File: src/rtl/term_writer_pkg.sv
// term_writer_pkg: definitions shared by the terminal writer.
//   - FSM state encoding (idle, full-screen clear, single-line clear)
//   - ASCII control bytes the writer interprets (BS, LF, FF, CR)
//   - font codes for a blank cell and for the '?' substitute glyph
//   - default screen geometry (80 x 60 cells of 8x8 px on 640x480)
//   - wrap_inc: increment that wraps to zero after a given last value
package term_writer_pkg;

  typedef enum logic [1:0] {
    ST_IDLE       = 2'd0,
    ST_CLR_SCREEN = 2'd1,
    ST_CLR_LINE   = 2'd2
  } state_e;

  localparam logic [7:0] ASCII_BS = 8'h08;
  localparam logic [7:0] ASCII_LF = 8'h0A;
  localparam logic [7:0] ASCII_FF = 8'h0C;
  localparam logic [7:0] ASCII_CR = 8'h0D;

  localparam logic [5:0] FONT_SPACE = 6'h00;
  localparam logic [5:0] FONT_QMARK = 6'h1F;

  localparam int DEF_COLS = 80;
  localparam int DEF_ROWS = 60;

  function automatic logic [7:0] wrap_inc(input logic [7:0] v, input logic [7:0] last);
    return (v == last) ? 8'd0 : v + 8'd1;
  endfunction

endpackage

File: src/rtl/term_writer_ascii_to_font.sv
// term_writer_ascii_to_font: combinational ASCII byte to 6-bit font code.
// Ports:
//   char_i      [7:0] ASCII byte
//   code_o      [5:0] font code (0x00 = space ... 0x3F = '_')
//   printable_o       byte is a glyph (>= 0x20) rather than a control byte
// Lowercase letters fold onto uppercase; every byte without its own glyph
// (0x60, 0x7B..0xFF) is shown as '?'.
module term_writer_ascii_to_font
  import term_writer_pkg::*;
(
  input  logic [7:0] char_i,
  output logic [5:0] code_o,
  output logic       printable_o
);

  always_comb begin
    printable_o = (char_i >= 8'h20);
    code_o      = FONT_SPACE;
    if (char_i >= 8'h20 && char_i <= 8'h5F) begin
      code_o = 6'(char_i - 8'h20);
    end else if (char_i >= 8'h61 && char_i <= 8'h7A) begin
      code_o = 6'(char_i - 8'h40);
    end else if (char_i >= 8'h20) begin
      code_o = FONT_QMARK;
    end
  end

endmodule

File: src/rtl/term_writer.sv
// term_writer: producer side of the character-buffer write port.
// Accepts a valid/ready stream of ASCII bytes, tracks a text cursor and
// writes font codes into the character buffer. Interprets LF, CR, BS, FF.
// The screen is swept clear after reset and on FF, and each newly entered
// row is swept clear, so no stale glyphs remain visible.
// Ports:
//   clk, rst            clock, asynchronous active-high reset
//   in_char/in_valid    input byte stream; in_ready high only in idle
//   w_h_addr/w_v_addr   buffer column/row of the current write
//   w_data/w_en         font code and one-cycle write strobe
//   cur_h/cur_v         cursor column/row
//   busy                a clear sweep is running
module term_writer
  import term_writer_pkg::*;
#(
  parameter int COLS = DEF_COLS,
  parameter int ROWS = DEF_ROWS
) (
  input  logic       clk,
  input  logic       rst,
  input  logic [7:0] in_char,
  input  logic       in_valid,
  output logic       in_ready,
  output logic [7:0] w_h_addr,
  output logic [7:0] w_v_addr,
  output logic [5:0] w_data,
  output logic       w_en,
  output logic [7:0] cur_h,
  output logic [7:0] cur_v,
  output logic       busy
);

  localparam logic [7:0] COL_LAST = 8'(COLS - 1);
  localparam logic [7:0] ROW_LAST = 8'(ROWS - 1);

  state_e     state_q, state_d;
  logic [7:0] sh_q, sh_d;          // sweep column
  logic [7:0] sv_q, sv_d;          // sweep row (screen clear only)
  logic [7:0] cur_h_q, cur_h_d;
  logic [7:0] cur_v_q, cur_v_d;
  logic [7:0] w_h_q, w_h_d;
  logic [7:0] w_v_q, w_v_d;
  logic [5:0] w_data_q, w_data_d;
  logic       w_en_q, w_en_d;

  logic [5:0] font_code;
  logic       font_printable;
  logic       accept;
  logic       screen_last;
  logic       line_last;

  term_writer_ascii_to_font u_font (
    .char_i      (in_char),
    .code_o      (font_code),
    .printable_o (font_printable)
  );

  assign accept      = in_valid && (state_q == ST_IDLE);
  assign screen_last = (sh_q == COL_LAST) && (sv_q == ROW_LAST);
  assign line_last   = (sh_q == COL_LAST);

  // State register
  always_ff @(posedge clk or posedge rst) begin
    if (rst) begin
      state_q <= ST_CLR_SCREEN;
    end else begin
      state_q <= state_d;
    end
  end

  // Next-state logic
  always_comb begin
    state_d = state_q;
    case (state_q)
      ST_IDLE: begin
        if (accept) begin
          if (font_printable) begin
            if (cur_h_q == COL_LAST) state_d = ST_CLR_LINE;
          end else if (in_char == ASCII_LF) begin
            state_d = ST_CLR_LINE;
          end else if (in_char == ASCII_FF) begin
            state_d = ST_CLR_SCREEN;
          end
        end
      end
      ST_CLR_SCREEN: if (screen_last) state_d = ST_IDLE;
      ST_CLR_LINE:   if (line_last) state_d = ST_IDLE;
      default:       state_d = ST_CLR_SCREEN;
    endcase
  end

  // Cursor, sweep counters and write-port next values
  always_comb begin
    sh_d     = sh_q;
    sv_d     = sv_q;
    cur_h_d  = cur_h_q;
    cur_v_d  = cur_v_q;
    w_h_d    = w_h_q;
    w_v_d    = w_v_q;
    w_data_d = w_data_q;
    w_en_d   = 1'b0;
    case (state_q)
      ST_IDLE: begin
        if (accept) begin
          if (font_printable) begin
            w_en_d   = 1'b1;
            w_h_d    = cur_h_q;
            w_v_d    = cur_v_q;
            w_data_d = font_code;
            if (cur_h_q == COL_LAST) begin
              // glyph lands in the last column; the next row is cleared after it
              cur_h_d = 8'd0;
              cur_v_d = wrap_inc(cur_v_q, ROW_LAST);
              sh_d    = 8'd0;
            end else begin
              cur_h_d = cur_h_q + 8'd1;
            end
          end else begin
            case (in_char)
              ASCII_LF: begin
                cur_h_d = 8'd0;
                cur_v_d = wrap_inc(cur_v_q, ROW_LAST);
                sh_d    = 8'd0;
              end
              ASCII_CR: cur_h_d = 8'd0;
              ASCII_BS: begin
                if (cur_h_q != 8'd0) begin
                  cur_h_d  = cur_h_q - 8'd1;
                  w_en_d   = 1'b1;
                  w_h_d    = cur_h_q - 8'd1;
                  w_v_d    = cur_v_q;
                  w_data_d = FONT_SPACE;
                end
              end
              ASCII_FF: begin
                cur_h_d = 8'd0;
                cur_v_d = 8'd0;
                sh_d    = 8'd0;
                sv_d    = 8'd0;
              end
              default: ;
            endcase
          end
        end
      end
      ST_CLR_SCREEN: begin
        w_en_d   = 1'b1;
        w_h_d    = sh_q;
        w_v_d    = sv_q;
        w_data_d = FONT_SPACE;
        sh_d     = wrap_inc(sh_q, COL_LAST);
        if (line_last) sv_d = wrap_inc(sv_q, ROW_LAST);
        if (screen_last) begin
          cur_h_d = 8'd0;
          cur_v_d = 8'd0;
        end
      end
      ST_CLR_LINE: begin
        w_en_d   = 1'b1;
        w_h_d    = sh_q;
        w_v_d    = cur_v_q;
        w_data_d = FONT_SPACE;
        sh_d     = wrap_inc(sh_q, COL_LAST);
      end
      default: ;
    endcase
  end

  // Datapath and output registers
  always_ff @(posedge clk or posedge rst) begin
    if (rst) begin
      sh_q     <= 8'd0;
      sv_q     <= 8'd0;
      cur_h_q  <= 8'd0;
      cur_v_q  <= 8'd0;
      w_h_q    <= 8'd0;
      w_v_q    <= 8'd0;
      w_data_q <= 6'd0;
      w_en_q   <= 1'b0;
    end else begin
      sh_q     <= sh_d;
      sv_q     <= sv_d;
      cur_h_q  <= cur_h_d;
      cur_v_q  <= cur_v_d;
      w_h_q    <= w_h_d;
      w_v_q    <= w_v_d;
      w_data_q <= w_data_d;
      w_en_q   <= w_en_d;
    end
  end

  assign in_ready = (state_q == ST_IDLE);
  assign busy     = (state_q != ST_IDLE);
  assign w_h_addr = w_h_q;
  assign w_v_addr = w_v_q;
  assign w_data   = w_data_q;
  assign w_en     = w_en_q;
  assign cur_h    = cur_h_q;
  assign cur_v    = cur_v_q;

endmodule
File: config.mk
export PLATFORM = sky130hd
export DESIGN_NAME = term_writer
export DESIGN_NICKNAME = d
export VERILOG_FILES = /design/src/rtl/term_writer_pkg.sv /design/src/rtl/term_writer_ascii_to_font.sv /design/src/rtl/term_writer.sv
export SDC_FILE = /design/constraint.sdc
export NUM_CORES = 1
export LEC_CHECK = 0
export ABC_AREA = 1
export CAP_MARGIN = 20
export CORE_ASPECT_RATIO = 1.4
export CORE_MARGIN = 2
export CORE_UTILIZATION = 30
export DETAILED_ROUTE_END_ITERATION = 7
export PLACE_DENSITY = 0.51
export SETUP_SLACK_MARGIN = 0.3
export SLEW_MARGIN = 5
export SYNTH_ARGS = -nofsm -noshare
export SYNTH_HDL_FRONTEND = slang
export SYNTH_SLANG_ARGS = --single-unit
File: constraint.sdc
create_clock -name clk -period 2 [get_ports clk]
set_input_delay 0.4 -clock clk [delete_from_list [all_inputs] [get_ports clk]]
set_output_delay 0.4 -clock clk [all_outputs]
set_load 0.005 [all_outputs]
---- Yosys cells after proc, flatten, opt, wreduce, memory -nomap -nowiden ----
Cells that the tools add are included.
word-level totals
  flip-flop bits (word level) ............. 57
  bits of input ports ..................... 11
  output and inout bits ................... 41
operators by class
  $add $sub $neg .......................... 7
  order comparisons ....................... 4
  equality and inequality tests ........... 23
  multiplexer cells ....................... 54
  reduce and logical (&&, ||, !) cells .... 20
operators with widths
  kind                                                                               count
  8-bit 2-to-1 mux                                                                   26
  8-bit case mux with 2 select lines                                                 7
  6-bit 2-to-1 mux                                                                   6
  8-bit by 1-bit adder with 8-bit output (second input constant)                     4
  8-bit by 4-bit == test with 1-bit output (second input constant)                   4
  8-bit case mux with 3 select lines                                                 1
  5-bit AND reduction                                                                4
  8-bit by 6-bit == test with 1-bit output (second input constant)                   2
  8-bit by 7-bit == test with 1-bit output (second input constant)                   2
  8-bit by 7-bit less-or-equal comparator with 1-bit output (second input constant)  2
  2-bit 2-to-1 mux                                                                   7
  6-bit case mux with 2 select lines                                                 1
  4-bit AND reduction                                                                3
  8-bit by 6-bit >= comparator with 1-bit output (second input constant)             1
  8-bit by 7-bit >= comparator with 1-bit output (second input constant)             1
  2-bit inequality test (second input constant)                                      4
  8-bit nonzero test                                                                 1
  8-bit by 1-bit subtractor with 8-bit output (second input constant)                1
  3-bit by 1-bit inequality test with 1-bit output (second input constant)           2
  3-bit by 2-bit inequality test with 1-bit output (second input constant)           2
  2-bit case mux with 3 select lines                                                 1
  2-bit nonzero test                                                                 3
  6-bit by 1-bit subtractor with 6-bit output (second input constant)                1
  6-bit subtractor (second input constant)                                           1
  13 further kinds                                                                   21

---- Logic depth before layout (Yosys ltp) ----
  word-level depth ........................ 7
  depth in mapped cells ................... 12
  gate-level depth less buffers ........... 12

---- Hierarchy ----
From an unflattened synthesis, not the netlist that was laid out.
second synthesis, totals
  cells, all modules ...................... 579
  area total of the unflattened synthesis .. 3,938.8 um^2
modules (own cells, without submodules)
  module                     times used  cells an instance  area an instance (um^2)
  term_writer                1           548                3,812.4
  term_writer_ascii_to_font  1           31                 126.4

---- Worst setup path after synthesis ----
Ideal clock, no wire load.
  path kind ............................... register to register
  start point ............................. reg state_q[0]
  end point ............................... reg cur_v_q[5] (netlist: cur_v[5])
  setup time .............................. 0.117 ns
  arrival time ............................ 1.763 ns
  slack ................................... 0.119 ns
  cell stages (with the launch flop) ...... 13
  path buffers ............................ 0
  period minus slack after synthesis ...... 1.881 ns
  cell sequence ........................... dfstp_2 > inv_1 > ha_1 > inv_2 > nor2_4 > inv_2 > o21ai_0 > inv_1 > nand3_2 > nor2_4 > nand2_4 > nand2_1 > nand2_1
between the ends
  longest elaborated chain between the ends .. 4
  elaborated cells between the ends (all ways) .. 10
  classes of those cells .................. eq/ne: 5; mux: 1; reduce/logical: 4
RTL lines
  element                                                     line                RTL
  start, declared                                             term_writer.sv:36   state_e state_q, state_d;
  start signal, assigned                                      term_writer.sv:67   state_q <= state_d;
  2-bit zero test *                                           --
  net in_ready                                                term_writer.sv:23   output logic in_ready,
  1-bit logical AND                                           term_writer.sv:58   assign accept = in_valid && (state_q == ST_IDLE);
  2-bit by 1-bit inequality test with 1-bit output (no line)  --
  5-bit AND reduction (no line)                               --
  end signal, assigned                                        term_writer.sv:184  cur_v_q <= cur_v_d;
  end, declared                                               term_writer.sv:40   logic [7:0] cur_v_q, cur_v_d;
Mark *: on every way through the listed nets, which the timed path passes. The rest lies on a longest branch.
A chain may end at the register's enable or synchronous reset.

---- Worst setup path after layout ----
  start point ............................. reg state_q[0]
  end point ............................... out busy
between the ends
  longest elaborated chain between the ends .. 1
RTL lines
  element             line                RTL
  2-bit nonzero test  term_writer.sv:193  assign busy = (state_q != ST_IDLE);
  end, declared       term_writer.sv:30   output logic busy
No other way between the ends.

==> impl_metrics.py <==
metrics = {
    "run_status": {
        "status": "complete, no violations",
    },
    "cts": {
        "htreeDepth": 3,
        "clockBufferDepth": 2,
        "numCtsBuffers": 9,
        "clkSinkCount": 57,
        "clockRootBuffer": "clkbuf_16",
        "cts_hold_buf": 0,
        "clock_insertion_delay_worst_skew_ns": 0.34,
        "cts_tree": "built",
        "clkSlewWorstSetupHoldPaths_ns": 0.05,
    },
    "grt": {
        "grt_max_degree": 58,
        "grtUsageTotal_pct": 17.81,
        "grt_pass1_wl_um": 19910,
        "grt-ovfl-total": 0,
        "antenna_found_initial": 0,
        "first_global_vias": 4111,
    },
    "floorplan": {
        "initial_utilization_pct": 30.83,
        "die-area_um2": 14250,
        "core_area_um2": 12940,
        "die_w_um": 101.5,
        "die_h_um": 140.4,
        "pin_count": 52,
        "fp-row-count": 49,
    },
    "power_and_ir_drop": {
        "peakVddDrop_v": 0.0006408,
        "p_total_mw": 8.272,
        "leakage_nw": 2.936,
        "power.density_nw_per_um2": 1396,
    },
    "setup_path": {
        "crit_arrival_ns": 1.47,
        "crit_path_end_kind": "primary output",
        "r2r_start": "state_q[0]$_DFFE_PP1P_",
        "worst-setup-path-type": "reg2out",
        "critPathRequiredTime_ns": 1.60,
        "crit_fanout": 5,
        "startpoint": "state_q[0]$_DFFE_PP1P_",
        "startpoint_type": "flip-flop",
    },
    "route": {
        "drtIter0Drc": 198,
        "dr.pass1.iters": 5,
        "drc": 0,
        "routed-via-count": 4320,
        "vias_per_cell": 4.821,
        "postRouteAntennaNets": 0,
        "wl_per_cell_um": 13.83,
        "drt_wl_total_um": 12400,
    },
    "cells_and_area": {
        "antenna_cells_inserted": 0,
        "fin_nets": 733,
        "drive_above_1_share_pct": 27.02,
        "syn2layout_area_growth_pct": 48.56,
        "fill_cells": 1293,
        "fin_cells": 896,
    },
    "hold_path": {
        "min-delay-start": "w_h_addr[7]$_DFFE_PP0P_",
        "hp-class": "reg2reg",
    },
    "timing": {
        "rsz0062_at_grt": "true",
        "setup_viol": 0,
        "slew_viol_final": 0,
        "max_slew_margin_pct": 70.51,
        "worst_pin_slew_ns": 0.4377,
        "period_needed_ns": 1.865,
        "fin_worst_skew_ns": 0.004373,
        "hold_violations": 0,
        "clock.fmax_mhz": 536.1,
        "fin_crit_sh_pct": 93.27,
    },
    "logic_synthesis": {
        "synth_fa_ha_area_share_pct": 2.823,
        "synth_cell_types": 37,
        "synth_compound_area_share_pct": 8.783,
        "synth_area_um2": 3989,
        "synth-simple-area-share_pct": 41.22,
        "synth_top_family_by_area": "simple AND/OR/NAND/NOR gates",
        "ys_seq_area_share_pct": 35.79,
        "ys.flop_type": "dfrtp_1",
        "post_synth_xor_area_fraction_pct": 1.537,
        "ys_async_sr_fraction_pct": 100.0,
        "synth.avg_cell_area_um2": 6.830,
        "synth_edf_count": 0,
        "yosys_warnings": 0,
        "synth_nets": 604,
        "synth_cells": 584,
        "ys_ff_latch": 57,
        "synth_mux_area_share_pct": 0,
    },
    "placement": {
        "dp_hpwl_um": 8676,
        "place_inst": 831,
        "port_buffers": 51,
        "gp_congestion": 0.8654,
    },
    "run": {
        "max-cap-violations": 0,
    },
}
==> cells in the mapped netlist, types with 4 or more instances <==
| cell | number | area share, % |
|---|---|---|
| a21oi_1 | 12 | 1.5 |
| buf_2 | 6 | 0.75 |
| buf_4 | 6 | 1.1 |
| clkbuf_1 | 7 | 0.66 |
| dfrtp_1 | 56 | 35 |
| ha_1 | 9 | 2.8 |
| inv_1 | 60 | 5.6 |
| inv_2 | 6 | 0.56 |
| nand2_1 | 201 | 19 |
| nand2_2 | 6 | 0.94 |
| nand3_1 | 58 | 7.3 |
| nand3_2 | 4 | 1.0 |
| nand4_1 | 16 | 2.5 |
| nor2_1 | 46 | 4.3 |
| nor2_2 | 4 | 0.63 |
| nor2_4 | 8 | 2.3 |
| nor3_1 | 5 | 0.63 |
| o211ai_1 | 4 | 0.75 |
| o21ai_0 | 31 | 3.9 |
| o21ai_1 | 9 | 1.1 |
| xor2_1 | 6 | 1.3 |
==> sequential cells by signal (all words and copies together) (netlist names) <==
signal and cells:
cur_v 8, w_en 1, sv_q 8, w_v_addr 8, state_q 2, cur_h 8, w_data 6, sh_q 8
w_h_addr 8
==> metrics by stage <==
stage | util [%] | setup WS [ns] | hold slack (ns) | setup TNS [ns] | cell area, um2
finish | 45.81 | 0.1347 | 0.4804 | 0 | 5926
floorplan | - | 0.3002 | 0.4724 | 0 | 4008
global placement | 38.21 | -0.1758 | 0.4675 | -1.795 | 4943
global route | 45.81 | 0.05457 | 0.5065 | 0 | 5926
detailed placement | 38.21 | -0.1854 | 0.4651 | -3.095 | 4943
CTS | 42.71 | 0.1922 | 0.4865 | 0 | 5525
==> layout make-up <==
cell class | instances | area (um2) | area share (%)
tap | 178 | 222.7 | 3.758
clock inverter | 4 | 73.82 | 1.246
timing repair buffer | 139 | 1306 | 22.04
inverter | 68 | 281.5 | 4.751
multi-input combinational | 438 | 2336 | 39.42
clock buffer | 12 | 266.5 | 4.497
sequential | 57 | 1439 | 24.28
==> critical path, cell delays in order (launching register included) <==
cell     delay (ns)
dfstp_2        0.54
inv_2          0.05
ha_4           0.16
buf_8          0.13
inv_6          0.06
buf_4          0.10
buf_6          0.08
==> cell usage in the layout, fill, tap and decap left out, types with 3 or more instances in the layout <==
master,count
clkdlybuf4s50_1,43
clkinvlp_4,3
xor2_1,6
o21ai_0,24
nor2_4,11
ha_1,6
nor3_1,5
or2_2,3
o211ai_1,4
buf_4,72
nand3_2,10
inv_2,7
nor2_1,43
dfrtp_1,47
buf_8,3
nand2_2,18
dfrtp_2,9
dlymetal6s2s_1,3
a21oi_1,11
o21ai_2,3
dlygate4sd2_1,3
o21ai_1,13
buf_6,9
clkbuf_8,3
nand2_4,3
inv_1,53
nand3_1,50
nand3_4,4
nand4_1,16
nor2_2,4
nand2_1,190
buf_12,5
clkbuf_16,10
==> path summary, 6_finish.rpt <==
check | to | cells past startpoint | slack (ns)
min in group asynchronous | w_h_addr[6]$_DFFE_PP0P_ | 3 | 0.49
max in group asynchronous | state_q[0]$_DFFE_PP1P_ | 3 | 1.20
min | w_h_addr[7]$_DFFE_PP0P_ | 2 | 0.48
min reg2reg | w_h_addr[7]$_DFFE_PP0P_ | 2 | 0.48
max reg2reg | cur_h[3]$_DFFE_PP0P_ | 13 | 0.17
max | busy | 6 | 0.13
==> timing repair <==
action	4_1_cts	5_1_grt
hold endpoints to repair	0	0
endpoints found under the setup margin	69	66
cloned	2	1
setup buffers	18	28
resized for setup	45	49
pin swaps	13	16
==> layer usage <==
metal	vias up	global-route usage, %	routed length (um)
met5	-	0	0
met4	0	9.388	461
met3	29	3.144	452
met2	117	30.81	6429
met1	2042	20.56	5052
li1	2132	-	-
==> cell families after synthesis <==
| kind of cell | after synthesis |
|---|---|
| AOI/OAI and AO/OA | 64 |
| DFF | 57 |
| buffers and inverters | 90 |
| adders and majority gates | 9 |
| and+or+nand+nor | 357 |
| xor gates and xnor gates | 7 |
==> report_power, final <==
group | total (mW) | internal (mW) | switching [mW]
Combinational | 4.73 | 2.21 | 2.51
Clock | 1.76 | 1.19 | 0.570
Sequential | 1.78 | 1.51 | 0.274
(Power assumes the default switching activity.)
